**src/rtl/mcu_spi_bridge_if.sv**
```systemverilog
// mcu_spi_bridge_if: SPI pins and target byte bus of the MCU SPI bridge.
//   spi_ss_n, spi_sclk, spi_mosi : MCU -> bridge (asynchronous to clk)
//   spi_miso                     : bridge -> MCU
//   tgt_strobe[NUM_TGT]          : one-hot, one-clk pulse per delivered byte
//   tgt_start                    : qualifies tgt_strobe as a command byte
//   tgt_data[8]                  : byte delivered with tgt_strobe
//   tgt_dout[8*NUM_TGT]          : data_out of each target, target n in [8n+7:8n]
//   busy                         : a frame is in progress
// Modports: master = MCU / target side, slave = bridge.
interface mcu_spi_bridge_if #(
  parameter int NUM_TGT = 3
);
  logic                 spi_ss_n;
  logic                 spi_sclk;
  logic                 spi_mosi;
  logic                 spi_miso;
  logic [NUM_TGT-1:0]   tgt_strobe;
  logic                 tgt_start;
  logic [7:0]           tgt_data;
  logic [8*NUM_TGT-1:0] tgt_dout;
  logic                 busy;

  modport master (
    output spi_ss_n, spi_sclk, spi_mosi, tgt_dout,
    input  spi_miso, tgt_strobe, tgt_start, tgt_data, busy
  );

  modport slave (
    input  spi_ss_n, spi_sclk, spi_mosi, tgt_dout,
    output spi_miso, tgt_strobe, tgt_start, tgt_data, busy
  );
endinterface

```
**src/rtl/mcu_spi_bridge.sv**
```systemverilog
// mcu_spi_bridge: SPI mode-0 slave toward the board MCU. Each frame is
// <selector> <command> <payload...>; command and payload bytes are delivered
// as one-clk strobes to the selected target, and the selected target's
// data_out byte is shifted back on MISO with one byte of read latency.
// Ports:
//   clk   : system clock, >= 4x SCLK (>= 6x with the glitch filter)
//   reset : synchronous, active-high
//   bus   : mcu_spi_bridge_if.slave (SPI pins, target strobes/data, busy)
// Parameters: SYNC_STAGES (2..3) synchronizer depth, NUM_TGT target count.
// Build option: define MCU_SPI_GLITCH_FILTER_EN to pass the synchronized
// SCLK through a 3-sample majority filter (+1 clk latency on strobe and MISO).
module mcu_spi_bridge #(
  parameter int SYNC_STAGES = 2,
  parameter int NUM_TGT     = 3
) (
  input logic            clk,
  input logic            reset,
  mcu_spi_bridge_if.slave bus
);

  typedef enum logic [1:0] {IDLE, SEL, CMD, DATA} state_t;

  state_t               state;
  logic [SYNC_STAGES-1:0] ss_sync, sclk_sync, mosi_sync;
  logic                 ss_s, sclk_s, mosi_s;
  logic                 sclk_use, mosi_use;
  logic                 ss_prev, sclk_prev;
  logic                 sclk_rise, sclk_fall, ss_fall;
  logic [2:0]           bit_cnt;
  logic [6:0]           rx_shift;
  logic [7:0]           rx_next;
  logic [7:0]           tx_shift, tx_next, dout_sel;
  logic [7:0]           sel;
  logic [NUM_TGT-1:0]   sel_hot;
  logic                 first_fall;
  logic                 miso_q, start_q, busy_q;
  logic [NUM_TGT-1:0]   strobe_q;
  logic [7:0]           data_q;

  // Input synchronizers
  always_ff @(posedge clk) begin
    ss_sync   <= {ss_sync[SYNC_STAGES-2:0],   bus.spi_ss_n};
    sclk_sync <= {sclk_sync[SYNC_STAGES-2:0], bus.spi_sclk};
    mosi_sync <= {mosi_sync[SYNC_STAGES-2:0], bus.spi_mosi};
  end

  assign ss_s   = ss_sync[SYNC_STAGES-1];
  assign sclk_s = sclk_sync[SYNC_STAGES-1];
  assign mosi_s = mosi_sync[SYNC_STAGES-1];

`ifdef MCU_SPI_GLITCH_FILTER_EN
  // Majority of the current and two previous samples; MOSI is delayed by one
  // clk so it stays aligned with the filtered SCLK.
  logic sclk_h1, sclk_h2, mosi_d;

  always_ff @(posedge clk) begin
    sclk_h1 <= sclk_s;
    sclk_h2 <= sclk_h1;
    mosi_d  <= mosi_s;
  end

  assign sclk_use = (sclk_s & sclk_h1) | (sclk_s & sclk_h2) | (sclk_h1 & sclk_h2);
  assign mosi_use = mosi_d;
`else
  assign sclk_use = sclk_s;
  assign mosi_use = mosi_s;
`endif

  assign sclk_rise = sclk_use & ~sclk_prev;
  assign sclk_fall = ~sclk_use & sclk_prev;
  // ss_prev resets low, so a frame already in progress at reset release is
  // never mistaken for a new one: a genuine high-to-low transition is required.
  assign ss_fall   = ss_prev & ~ss_s;

  // Target decode: an out-of-range selector yields no strobe and a zero byte.
  always_comb begin
    rx_next  = {rx_shift, mosi_use};
    dout_sel = '0;
    sel_hot  = '0;
    for (int i = 0; i < NUM_TGT; i++) begin
      if (sel == 8'(i)) begin
        dout_sel   = bus.tgt_dout[8*i +: 8];
        sel_hot[i] = 1'b1;
      end
    end
    // The falling edge that follows a completed byte loads the next reply byte;
    // the very first falling edge of a frame never loads.
    if (bit_cnt == 3'd0 && !first_fall) tx_next = dout_sel;
    else                                tx_next = {tx_shift[6:0], 1'b0};
  end

  // Receive shift register
  always_ff @(posedge clk) begin
    if (state != IDLE && sclk_rise) rx_shift <= rx_next[6:0];
  end

  // Frame FSM and registered outputs
  always_ff @(posedge clk) begin
    if (reset) begin
      state      <= IDLE;
      bit_cnt    <= '0;
      tx_shift   <= '0;
      sel        <= 8'(NUM_TGT);
      first_fall <= 1'b0;
      ss_prev    <= 1'b0;
      sclk_prev  <= 1'b0;
      miso_q     <= 1'b0;
      strobe_q   <= '0;
      start_q    <= 1'b0;
      data_q     <= '0;
      busy_q     <= 1'b0;
    end else begin
      ss_prev   <= ss_s;
      sclk_prev <= sclk_use;
      strobe_q  <= '0;
      start_q   <= 1'b0;
      case (state)
        IDLE: begin
          bit_cnt <= '0;
          if (ss_fall) begin
            state      <= SEL;
            busy_q     <= 1'b1;
            tx_shift   <= '0;
            miso_q     <= 1'b0;
            sel        <= 8'(NUM_TGT);
            first_fall <= 1'b1;
          end
        end
        default: begin
          if (sclk_rise) begin
            bit_cnt <= bit_cnt + 3'd1;
            if (bit_cnt == 3'd7) begin
              if (state == SEL) begin
                sel   <= rx_next;
                state <= CMD;
              end else begin
                if (|sel_hot) begin
                  strobe_q <= sel_hot;
                  start_q  <= (state == CMD);
                  data_q   <= rx_next;
                end
                state <= DATA;
              end
            end
          end
          if (sclk_fall) begin
            tx_shift   <= tx_next;
            miso_q     <= tx_next[7];
            first_fall <= 1'b0;
          end
          // Placed last so it overrides the state update above while still
          // letting a byte completed in this same clk emit its strobe.
          if (ss_s) begin
            state   <= IDLE;
            bit_cnt <= '0;
            busy_q  <= 1'b0;
          end
        end
      endcase
    end
  end

  assign bus.spi_miso   = miso_q;
  assign bus.tgt_strobe = strobe_q;
  assign bus.tgt_start  = start_q;
  assign bus.tgt_data   = data_q;
  assign bus.busy       = busy_q;

endmodule

```
**src/flat_wrapper.sv**
```systemverilog
// flat-port wrapper written by rule: the top's interface ports become plain ports
module mcu_spi_bridge_flat 
#(
  parameter int SYNC_STAGES = 2,
  parameter int NUM_TGT     = 3
)
  (clk, reset, bus_spi_ss_n, bus_spi_sclk, bus_spi_mosi, bus_tgt_dout, bus_spi_miso, bus_tgt_strobe, bus_tgt_start, bus_tgt_data, bus_busy);
  mcu_spi_bridge_if #(.NUM_TGT(NUM_TGT)) bus_i ();
  input logic clk;
  input logic reset;
  input wire logic [$bits(bus_i.spi_ss_n)-1:0] bus_spi_ss_n;
  input wire logic [$bits(bus_i.spi_sclk)-1:0] bus_spi_sclk;
  input wire logic [$bits(bus_i.spi_mosi)-1:0] bus_spi_mosi;
  input wire logic [$bits(bus_i.tgt_dout)-1:0] bus_tgt_dout;
  output wire logic [$bits(bus_i.spi_miso)-1:0] bus_spi_miso;
  output wire logic [$bits(bus_i.tgt_strobe)-1:0] bus_tgt_strobe;
  output wire logic [$bits(bus_i.tgt_start)-1:0] bus_tgt_start;
  output wire logic [$bits(bus_i.tgt_data)-1:0] bus_tgt_data;
  output wire logic [$bits(bus_i.busy)-1:0] bus_busy;
  assign bus_i.spi_ss_n = bus_spi_ss_n;
  assign bus_i.spi_sclk = bus_spi_sclk;
  assign bus_i.spi_mosi = bus_spi_mosi;
  assign bus_i.tgt_dout = bus_tgt_dout;
  assign bus_spi_miso = bus_i.spi_miso;
  assign bus_tgt_strobe = bus_i.tgt_strobe;
  assign bus_tgt_start = bus_i.tgt_start;
  assign bus_tgt_data = bus_i.tgt_data;
  assign bus_busy = bus_i.busy;
  mcu_spi_bridge #(.SYNC_STAGES(SYNC_STAGES), .NUM_TGT(NUM_TGT)) u_core (.clk(clk), .reset(reset), .bus(bus_i));
endmodule
```
**config.mk**
```make
export PLATFORM = sky130hd
export DESIGN_NAME = mcu_spi_bridge_flat
export DESIGN_NICKNAME = d
export VERILOG_FILES = /design/src/rtl/mcu_spi_bridge_if.sv /design/src/rtl/mcu_spi_bridge.sv /design/src/flat_wrapper.sv
export SDC_FILE = /design/constraint.sdc
export NUM_CORES = 1
export LEC_CHECK = 0
export BUFFER_PORTS_ARGS = -buffer_cell sky130_fd_sc_hd__buf_4
export CORE_MARGIN = 4
export CORE_UTILIZATION = 30
export DETAILED_ROUTE_END_ITERATION = 6
export SLEW_MARGIN = 5
export SYNTH_ARGS = -nofsm -noshare
export SYNTH_HDL_FRONTEND = slang
export SYNTH_SLANG_ARGS = --single-unit
```
**constraint.sdc**
```tcl
create_clock -name clk -period 3.8 [get_ports clk]
set_input_delay 0.19 -clock clk [delete_from_list [all_inputs] [get_ports clk]]
set_output_delay 0.19 -clock clk [all_outputs]
set_load 0.02 [all_outputs]
```
==> results.py <==
metrics = {
    "clocking": {
        "htreeDepth": 2,
        "cts_tree": "done",
        "cts.repair.resized": 0,
        "cts_buffers": 5,
        "cts_setup_buffers": 0,
        "cts_root_buf": "clkbuf_8",
        "cts.sinks": 50,
        "clk_pin_slew_ns": 0.09,
        "clkLatencyLatePin_ns": 0.30,
        "clock_path_buffers": 2,
    },
    "synthesis": {
        "synth-main-ff-cell": "dfxtp_1",
        "synth_edf_count": 7,
        "synth_area_leaders": "dfxtp_1 (42%), edfxtp_1 (10%), mux2i_1 (8.8%)",
        "synthTopCellsByCount": "dfxtp_1 (43), nor2_1 (26), mux2i_1 (18)",
        "syn_inst": 199,
        "ys_seq_area_share_pct": 52.1,
        "synth_cell_types": 37,
        "syn_area_per_cell_um2": 10.3,
        "yosysWarnings": 0,
        "ys_ff_latch": 50,
        "synth_nets": 231,
        "async_flop_share_pct": 0,
        "synth_top_cell_area_share_pct": 41.9,
        "yosysMostFrequentCell": "dfxtp_1",
        "syn_area_mm2": 0.00205,
        "yosysTopAreaCell": "dfxtp_1",
    },
    "critical_path": {
        "startpoint": "u_core.bit_cnt[0]$_SDFFE_PP0P_",
        "cp.required_ns": 4.01,
        "r2r-start": "u_core.bit_cnt[0]$_SDFFE_PP0P_",
        "endpoint_kind": "flip-flop",
        "cp-start-kind": "flip-flop",
        "r2r_setup_slack_ns": 1.59,
        "cp_max_fo": 9,
        "arrival_ns": 2.43,
        "worstSetupPathType": "flip-flop to flip-flop",
    },
    "min_path": {
        "hold_start": "bus_tgt_dout[19]",
        "hold_class": "input port to flip-flop",
    },
    "run_status": {
        "outcome": "finished clean",
    },
    "power": {
        "p_per_area_mw_per_mm2": 354,
        "leakagePower_uw": 0.00104,
        "max-vdd-ir-drop_mv": 0.179,
    },
    "place": {
        "dp.cells": 308,
        "port_buffers": 42,
        "dp_slack_ns": 1.55,
        "gp_congestion": 0.806,
        "dpl.hpwl_um": 3260,
        "dpl-instance-area_mm2": 0.00243,
    },
    "die": {
        "io_pins": 43,
        "num_rows": 29,
        "die-area_mm2": 0.00824,
        "initial_utilization_pct": 31.6,
        "die_w_um": 90.8,
        "fp.dieH_um": 90.8,
        "core_area_mm2": 0.00649,
    },
    "routing": {
        "first_pass_iters": 4,
        "avgRoutedWirePerCell_um": 14.0,
        "drc": 0,
        "viasPerCell": 4.82,
        "drt_iter0_drc": 54,
        "via_count": 1538,
        "final_antenna_net_count": 0,
        "totalWireLength_um": 4460,
    },
    "timing": {
        "finClkSkew_ns": 0.00677,
        "tightest_slew_ns": 1.01,
        "fin_tns_setup_ns": 0,
        "max_slew_margin_pct": 32.5,
        "fin_crit_ns": 2.21,
        "grt_setup_unrepaired": "false",
        "finalMaxSlewViolations": 0,
        "hold_violations": 0,
        "layout_setup_ws_ns": 1.59,
        "period_share_pct": 58.3,
        "max_freq_ghz": 0.452,
        "finalSetupViolCount": 0,
    },
    "cells_and_area": {
        "areaGrowthSynthToFinish_pct": 24.2,
        "drive_above_1_share_pct": 24.4,
        "fin_util_pct": 39.3,
        "nets": 273,
        "layout.cells.non_filler": 319,
        "design_area_mm2": 0.00255,
        "num_antenna_cells": 0,
    },
    "global_routing": {
        "grt_pass1_wl_um": 7310,
        "overflow": 0,
        "antenna_found_initial": 0,
        "grt_max_degree": 32,
        "track_usage_pct": 10.9,
        "grt_pass1_vias": 1494,
    },
    "run": {
        "cap_violations": 0,
    },
}
through the flow:
step                      hold WS [ns]  total power [uW]
after floorplan                  0.218               573
after global placement           0.295               603
after detailed placement         0.296               602
after CTS                        0.247               919
after global routing             0.269               943
final                            0.260               904
final cells by class:
type                    count  area [um2]
clock buffers               6        82.6
clock inverters             2        12.5
fillers                   648        3940
inverters                   2        7.51
multi-input cells         136         928
flip-flops and latches     50        1070
well taps                  77        96.3
repair buffers             46         353
layout by cell type (no fill, tap or decap), types with 2 or more instances in the layout:
cell           Yosys  final
buf_4              0     43
dfxtp_1           43     43
nor2_1            26     26
mux2i_1           18     18
a21oi_1           16     16
nor2b_1           11     11
nor3_1             8      8
nand2b_1           8      8
a22oi_1            7      7
edfxtp_1           7      7
nand2_1            6      6
o2111ai_1          6      6
clkbuf_8           0      6
ha_1               3      3
dlygate4sd3_1      0      3
inv_1              2      2
or2_2              2      2
and2_1             2      2
nand3b_1           2      2
nor4b_4            2      2
nor3b_1            2      2
o2bb2ai_1          2      2
nand3_1            2      2
worst max-delay path, stage by stage (launching register included):
cell,delay [ns]
dfxtp_1,0.37
ha_1,0.16
ha_1,0.15
and3b_1,0.21
nand4_1,0.51
or2_4,0.49
nor4b_4,0.25
what timing repair did:
action | 4_1_cts | 5_1_grt
hold endpoints to repair | 3 | 0
endpoints found under the setup margin | 0 | 0
hold buffers | 3 | 0
sequential cells by signal (all words and copies together), names as in the netlist, 2 cells and up:
name,count
u_core.sel,8
u_core.state,2
u_core.bus.tgt_data,8
u_core.bus.tgt_strobe,3
u_core.ss_sync,2
u_core.rx_shift,7
u_core.tx_shift,7
u_core.bit_cnt,3
u_core.sclk_sync,2
u_core.mosi_sync,2
metal layers:
layer	vias up	routed length (um)	track usage, %
li1	787	-	-
met1	702	2270	15.0
met2	43	1840	16.0
met3	6	298	4.17
met4	0	53	3.06
met5	-	0	0
cells by family after synthesis:
logic type | share of synthesized area (%)
buf+inv | 2.98
mux | 8.77
simple gates | 21.6
xor+xnor | 0.426
fa+ha+maj | 1.83
compound gates | 12.3
flops | 52.1
power by group:
part	internal [uW]	total, uW	switching, uW
Combinational	26.5	45.5	19.0
Clock	146	312	166
Sequential	541	546	5.28
Total	714	904	190
path summary, 6_finish.rpt:
kind                                               to  cells past startpoint
setup reg to reg  u_core.bus.tgt_strobe[0]$_SDFF_PP0_                      6
hold / removal        u_core.tx_shift[3]$_SDFFE_PP0P_                      3
hold reg to reg           u_core.sclk_sync[1]$_DFF_P_                      0
setup / recovery  u_core.bus.tgt_strobe[0]$_SDFF_PP0_                      6
Note: power is estimated with default switching activity, not from simulation.
